==> src/rtl/and_n_sweep_pkg.sv <==
// Shared types for the exhaustive AND-cell sweep controller.
// The sweep FSM state encoding is defined here.
package and_n_sweep_pkg;

  localparam int STATE_W = 3;

  typedef enum logic [STATE_W-1:0] {
    IDLE,
    DRIVE,
    SETTLE,
    CHECK,
    DONE
  } state_e;

endpackage

==> src/rtl/and_n_sweep_ctrl_sweep_settle_timer.sv <==
// Settle-window timer. Load it when a vector is driven, then count it down while settling.
// 'expired' marks the last settle cycle, so the window lasts exactly SETTLE_CYCLES cycles.
module sweep_settle_timer #(
  parameter int SETTLE_CYCLES = 8
) (
  input  logic clk,
  input  logic reset,
  input  logic load,
  input  logic en,
  output logic expired
);

  localparam int TW = $clog2(SETTLE_CYCLES + 1);

  logic [TW-1:0] count_q;
  logic [TW-1:0] count_d;

  always_comb begin
    count_d = count_q;
    if (load) begin
      count_d = TW'(SETTLE_CYCLES);
    end else if (en && (count_q != '0)) begin
      count_d = count_q - 1'b1;
    end
  end

  always_ff @(posedge clk) begin
    if (reset) begin
      count_q <= '0;
    end else begin
      count_q <= count_d;
    end
  end

  assign expired = (count_q == TW'(1));

endmodule

==> src/rtl/and_n_sweep_ctrl.sv <==
// Exhaustive sweep sequencer and checker for one N-input AND cell.
// Define AND_N_SWEEP_STOP_ON_FAIL_EN to end the sweep at the first mismatching vector.
module and_n_sweep_ctrl
  import and_n_sweep_pkg::*;
#(
  parameter int INPUT_SIZE    = 2,
  parameter int SETTLE_CYCLES = 8,
  parameter int ERR_W         = 16
) (
  input  logic                  clk,
  input  logic                  reset,
  input  logic                  start,
  output logic [INPUT_SIZE-1:0] dut_a,
  input  logic                  dut_z,
  output logic                  busy,
  output logic                  done,
  output logic                  pass,
  output logic [ERR_W-1:0]      err_count,
  output logic                  fail_valid,
  output logic [INPUT_SIZE-1:0] fail_vec
);

  if (INPUT_SIZE < 1) begin : g_bad_input_size
    $error("and_n_sweep_ctrl: INPUT_SIZE must be >= 1");
  end
  if (SETTLE_CYCLES < 1) begin : g_bad_settle
    $error("and_n_sweep_ctrl: SETTLE_CYCLES must be >= 1");
  end

`ifdef AND_N_SWEEP_STOP_ON_FAIL_EN
  localparam bit STOP_ON_FAIL = 1'b1;
`else
  localparam bit STOP_ON_FAIL = 1'b0;
`endif

  state_e                  state_q;
  logic [INPUT_SIZE:0]     vec_q;
  logic [INPUT_SIZE:0]     vec_d;
  logic [INPUT_SIZE-1:0]   dut_a_q;
  logic                    busy_q;
  logic                    done_q;
  logic                    pass_q;
  logic [ERR_W-1:0]        err_q;
  logic [ERR_W-1:0]        err_d;
  logic                    fail_valid_q;
  logic [INPUT_SIZE-1:0]   fail_vec_q;
  logic                    expected;
  logic                    mismatch;
  logic                    finish_sweep;
  logic                    timer_expired;

  // The extra counter bit is the carry out of the last vector, which ends the sweep.
  assign vec_d        = vec_q + 1'b1;
  assign expected     = &dut_a_q;
  assign mismatch     = (dut_z !== expected);
  assign err_d        = (mismatch && (err_q != '1)) ? err_q + 1'b1 : err_q;
  assign finish_sweep = vec_d[INPUT_SIZE] || (STOP_ON_FAIL && mismatch);

  sweep_settle_timer #(
    .SETTLE_CYCLES(SETTLE_CYCLES)
  ) u_settle_timer (
    .clk    (clk),
    .reset  (reset),
    .load   (state_q == DRIVE),
    .en     (state_q == SETTLE),
    .expired(timer_expired)
  );

  always_ff @(posedge clk) begin
    if (reset) begin
      state_q      <= IDLE;
      vec_q        <= '0;
      dut_a_q      <= '0;
      busy_q       <= 1'b0;
      done_q       <= 1'b0;
      pass_q       <= 1'b0;
      err_q        <= '0;
      fail_valid_q <= 1'b0;
      fail_vec_q   <= '0;
    end else begin
      case (state_q)
        IDLE: begin
          if (start) begin
            err_q        <= '0;
            fail_valid_q <= 1'b0;
            fail_vec_q   <= '0;
            pass_q       <= 1'b0;
            vec_q        <= '0;
            busy_q       <= 1'b1;
            state_q      <= DRIVE;
          end
        end
        DRIVE: begin
          dut_a_q <= vec_q[INPUT_SIZE-1:0];
          state_q <= SETTLE;
        end
        SETTLE: begin
          if (timer_expired) begin
            state_q <= CHECK;
          end
        end
        CHECK: begin
          err_q <= err_d;
          if (mismatch && !fail_valid_q) begin
            fail_valid_q <= 1'b1;
            fail_vec_q   <= dut_a_q;
          end
          vec_q <= vec_d;
          if (finish_sweep) begin
            done_q  <= 1'b1;
            busy_q  <= 1'b0;
            pass_q  <= (err_d == '0);
            dut_a_q <= '0;
            state_q <= DONE;
          end else begin
            state_q <= DRIVE;
          end
        end
        DONE: begin
          done_q  <= 1'b0;
          state_q <= IDLE;
        end
        default: begin
          state_q <= IDLE;
        end
      endcase
    end
  end

  assign dut_a      = dut_a_q;
  assign busy       = busy_q;
  assign done       = done_q;
  assign pass       = pass_q;
  assign err_count  = err_q;
  assign fail_valid = fail_valid_q;
  assign fail_vec   = fail_vec_q;

endmodule

==> config.mk <==
export PLATFORM = sky130hd
export DESIGN_NAME = and_n_sweep_ctrl
export DESIGN_NICKNAME = d
export VERILOG_FILES = /design/src/rtl/and_n_sweep_pkg.sv /design/src/rtl/and_n_sweep_ctrl_sweep_settle_timer.sv /design/src/rtl/and_n_sweep_ctrl.sv
export SDC_FILE = /design/constraint.sdc
export NUM_CORES = 1
export LEC_CHECK = 0
export ABC_AREA = 1
export CORE_MARGIN = 2
export CORE_UTILIZATION = 30
export CTS_BUF_LIST = sky130_fd_sc_hd__clkbuf_4 sky130_fd_sc_hd__clkbuf_8
export CTS_CLUSTER_DIAMETER = 80
export CTS_CLUSTER_SIZE = 20
export DETAILED_ROUTE_END_ITERATION = 8
export RECOVER_POWER = 50
export SETUP_SLACK_MARGIN = 0.1
export SYNTH_ARGS = -nofsm -noshare
export SYNTH_HDL_FRONTEND = slang
export SYNTH_SLANG_ARGS = --single-unit
==> constraint.sdc <==
create_clock -name clk -period 2 [get_ports clk]
set_input_delay 0.5 -clock clk [delete_from_list [all_inputs] [get_ports clk]]
set_output_delay 0.5 -clock clk [all_outputs]
set_load 0.1 [all_outputs]
==> impl_metrics.yaml, run 1 <==
final_layout:
  area_growth_pct: 43.13
  num_antenna_cells: 0
  fillerInstances: 691
  drive_above_1_share_pct: 29.67
  instances_no_fill: 471
  finish.utilization_pct: 43.69
  regArea_um2: 730.7
  multi_input_area_um2: 1282
  layout.nets: 398
place:
  preCtsSetupSlack_ps: -218.9
  gp_congestion: 0.8810
  hpwl_mm: 3.835
  dp.cells: 453
  port_buffers: 27
power_and_ir_drop:
  peakVddDrop_uv: 382.0
  leakage_nw: 1.275
  finalPower_mw: 1.429
  power_per_cell_area_nw_per_um2: 489.5
die:
  core_area_um2: 6681
  pin_count: 28
  start_util_pct: 30.52
  core.rowCount: 30
  die_h_um: 86.45
  dieWidth_um: 86.45
  dieArea_um2: 7474
setup_path:
  critPathMaxFanout: 6
  arrival_ps: 1970
  crit_type: "reg2reg"
  crit_path_end_kind: "flop"
  max_stage_delay_ps: 360
  worstRegToRegCells: 13
  cp_slowest_cell: "dfxtp_4"
  path_buf_inv: 3
  required_ps: 2170
  timing.rr.start: "err_count[1]$_SDFFE_PP0P_"
  critical-path-top-delay-family: "simple AND/OR/NAND/NOR gates"
  rrSetupSlack_ps: 200
  crit_path_start_kind: "flop"
  r2r-end: "pass$_SDFFE_PP0P_"
  cp_cell_sequence: "ha_4 -> nand2_4 -> nor2_4 -> buf_6 -> nand4_4 -> buf_6 -> buf_4 -> nand3_1 -> nand2_1 -> nand2_1 -> nor2_2 -> nand3_1 -> a21oi_1"
detailed_routing:
  firstDrtPassIters: 4
  vias: 2226
  wire_per_inst_um: 11.58
  viasPerCell: 4.726
  drtIter0Drc: 102
  remaining_drc_errors: 0
  final_antenna_net_count: 0
  drt-total-wl_mm: 5.452
job:
  max-cap-violations: 0
logic_synthesis:
  syn_avg_cell_area_um2: 6.237
  ys_ff_latch: 34
  ys_types: 30
  ys_warn_count: 0
  yosysSeqAreaShare_pct: 33.37
  synth.cell_area_um2: 2039
  synth_nets: 335
  syn_inst: 327
cts:
  path_clk_slew_ps: 70
  cts_tree: "yes"
  postCtsHoldBufs: 0
  cts_buffer_depth: 2
  htree_levels: 2
  clk-insertion-delay-late_ps: 290
  numCtsBuffers: 5
  cts_root_buffer: "clkbuf_8"
  cts_sinks: 34
hold_path:
  whs_endpoint: "busy$_SDFFE_PP0P_"
  whs_path_depth: 2
  min_from: "busy$_SDFFE_PP0P_"
  hp-class: "reg2reg"
timing:
  fmax_mhz: 557.1
  relSlewSlack_pct: 63.73
  worstMarginPinSlew_ps: 546.4
  drv_slew: 0
  min_period_over_period_pct: 89.75
  min_period_ps: 1795
  setup_slack_ps: 205.0
  final-setup-viol-count: 0
  hold_violations: 0
  whs_ps: 469.0
  finClkSkew_ps: 3.785
  rsz0062_at_grt: "no"
grt:
  grt_pass1_wl_mm: 9.259
  antenna_found_initial: 0
  grt_pass1_vias: 2119
  grt_max_degree: 27
  grtUsageTotal_pct: 15.37
  overflow: 0
status:
  outcome: "finished, final reports clean"
layout make-up:
type	instances	share of cell area, %
clock inverters	3	0.5572
repair buffers	63	19.37
inverters	40	5.315
multi-input cells	246	43.93
flip-flops and latches	34	25.03
clock buffers	5	2.357
well taps	80	3.429
cells in the final DEF (no fill, tap or decap), types with 7 or more instances in the layout:
cell and instances:
dfxtp_4 12, clkbuf_2 15, buf_4 32, nand3_1 24
nor2_4 7, a21oi_1 27, nor2_1 22, dfxtp_1 18
nand2_1 111, buf_12 9, nand2_2 7, inv_1 36
nor2_2 7
Yosys cell counts:
master | number | area [um^2]
a211oi_1 | 1 | 7.510
a21oi_1 | 27 | 135.1
inv_2 | 3 | 11.26
xor2_1 | 5 | 43.79
clkinv_1 | 1 | 3.750
nand3_1 | 27 | 135.1
nand2_4 | 1 | 11.26
nor2_2 | 4 | 25.02
o21ai_1 | 1 | 5.000
inv_1 | 36 | 135.1
nand2_2 | 3 | 18.77
nand4_1 | 6 | 37.54
clkbuf_1 | 3 | 11.26
a22oi_1 | 1 | 7.510
buf_4 | 1 | 7.510
dfxtp_1 | 34 | 680.7
a31oi_1 | 4 | 25.02
a2111oi_0 | 1 | 8.760
buf_2 | 2 | 10.01
buf_1 | 1 | 3.750
nor3_1 | 1 | 5.000
o21ai_0 | 6 | 30.03
ha_1 | 4 | 50.05
nand3b_1 | 1 | 7.510
o21ai_2 | 1 | 8.760
xnor2_1 | 1 | 8.760
nand4_2 | 1 | 12.51
nand2_1 | 118 | 442.9
nor2_4 | 4 | 45.04
nor2_1 | 28 | 105.1
sequential cells by signal, summed over array words and instances (netlist names):
name / cells
state_q: 3
u_settle_timer.count_q: 4
err_count: 16
done: 1
fail_vec: 2
vec_q: 3
pass: 1
dut_a: 2
fail_valid: 1
busy: 1
cells by family (layout without fill, tap and decap cells):
logic type | Yosys count | after routing | synth area share, %
compound gates | 42 | 42 | 11.17
xor+xnor | 6 | 6 | 2.577
buf+inv | 47 | 111 | 8.957
flops | 34 | 34 | 33.37
simple gates | 194 | 194 | 41.47
fa+ha+maj | 4 | 4 | 2.454
through the flow:
step / instance area [um^2] / setup TNS, ps
detailed placement: 2843 / -667.9
global route: 2919 / 0
finish: 2919 / 0
CTS: 2953 / 0
global placement: 2843 / -365.9
floorplan: 2069 / 0
per-layer routing:
layer	GRT usage (%)	wire length, um	vias up
met4	5.398	82	0
met5	0	0	-
li1	-	-	1169
met2	25.45	2595	33
met3	3.238	163	6
met1	19.78	2611	1018
worst max-delay path by stage:
stage / start / end / slack, ps / cells past startpoint
final: err_count[1]$_SDFFE_PP0P_ / pass$_SDFFE_PP0P_ / 200 / 13
after global routing: err_count[1]$_SDFFE_PP0P_ / pass$_SDFFE_PP0P_ / 80 / 14
after CTS: dut_z / pass$_SDFFE_PP0P_ / 100 / 13
after detailed placement: dut_z / pass$_SDFFE_PP0P_ / -220 / 13
after global placement: dut_z / pass$_SDFFE_PP0P_ / -170 / 11
after floorplan: err_count[10]$_SDFFE_PP0P_ / pass$_SDFFE_PP0P_ / 100 / 11
worst min-delay path, stage by stage (launching register included):
cell and delay, ps:
dfxtp_1 310, nand2_1 60, a21oi_1 50
power breakdown:
part           total, mW  internal, mW  switching (mW)  leakage, nW
logic              0.223        0.0684           0.155        0.947
registers          0.693         0.679          0.0140        0.287
clock network      0.512         0.238           0.274       0.0416
total               1.43         0.986           0.442         1.27
what timing repair did:
action | 4_1_cts | 5_1_grt
resized for setup | 4 | 39
setup buffers | 1 | 9
pin swaps | 1 | 15
setup endpoints to repair | 1 | 5
Power figures use the tool's default switching activity.
==> run 2: changes to the inputs <==
--- a/config.mk
+++ b/config.mk
@@ -6,6 +6,7 @@
 export NUM_CORES = 1
 export LEC_CHECK = 0
 export ABC_AREA = 1
+export CAP_MARGIN = 40
 export CORE_MARGIN = 2
 export CORE_UTILIZATION = 30
 export CTS_BUF_LIST = sky130_fd_sc_hd__clkbuf_4 sky130_fd_sc_hd__clkbuf_8
==> results of run 2 <==
Same layout as run 1: the final DEF is identical, and so are final timing and power.
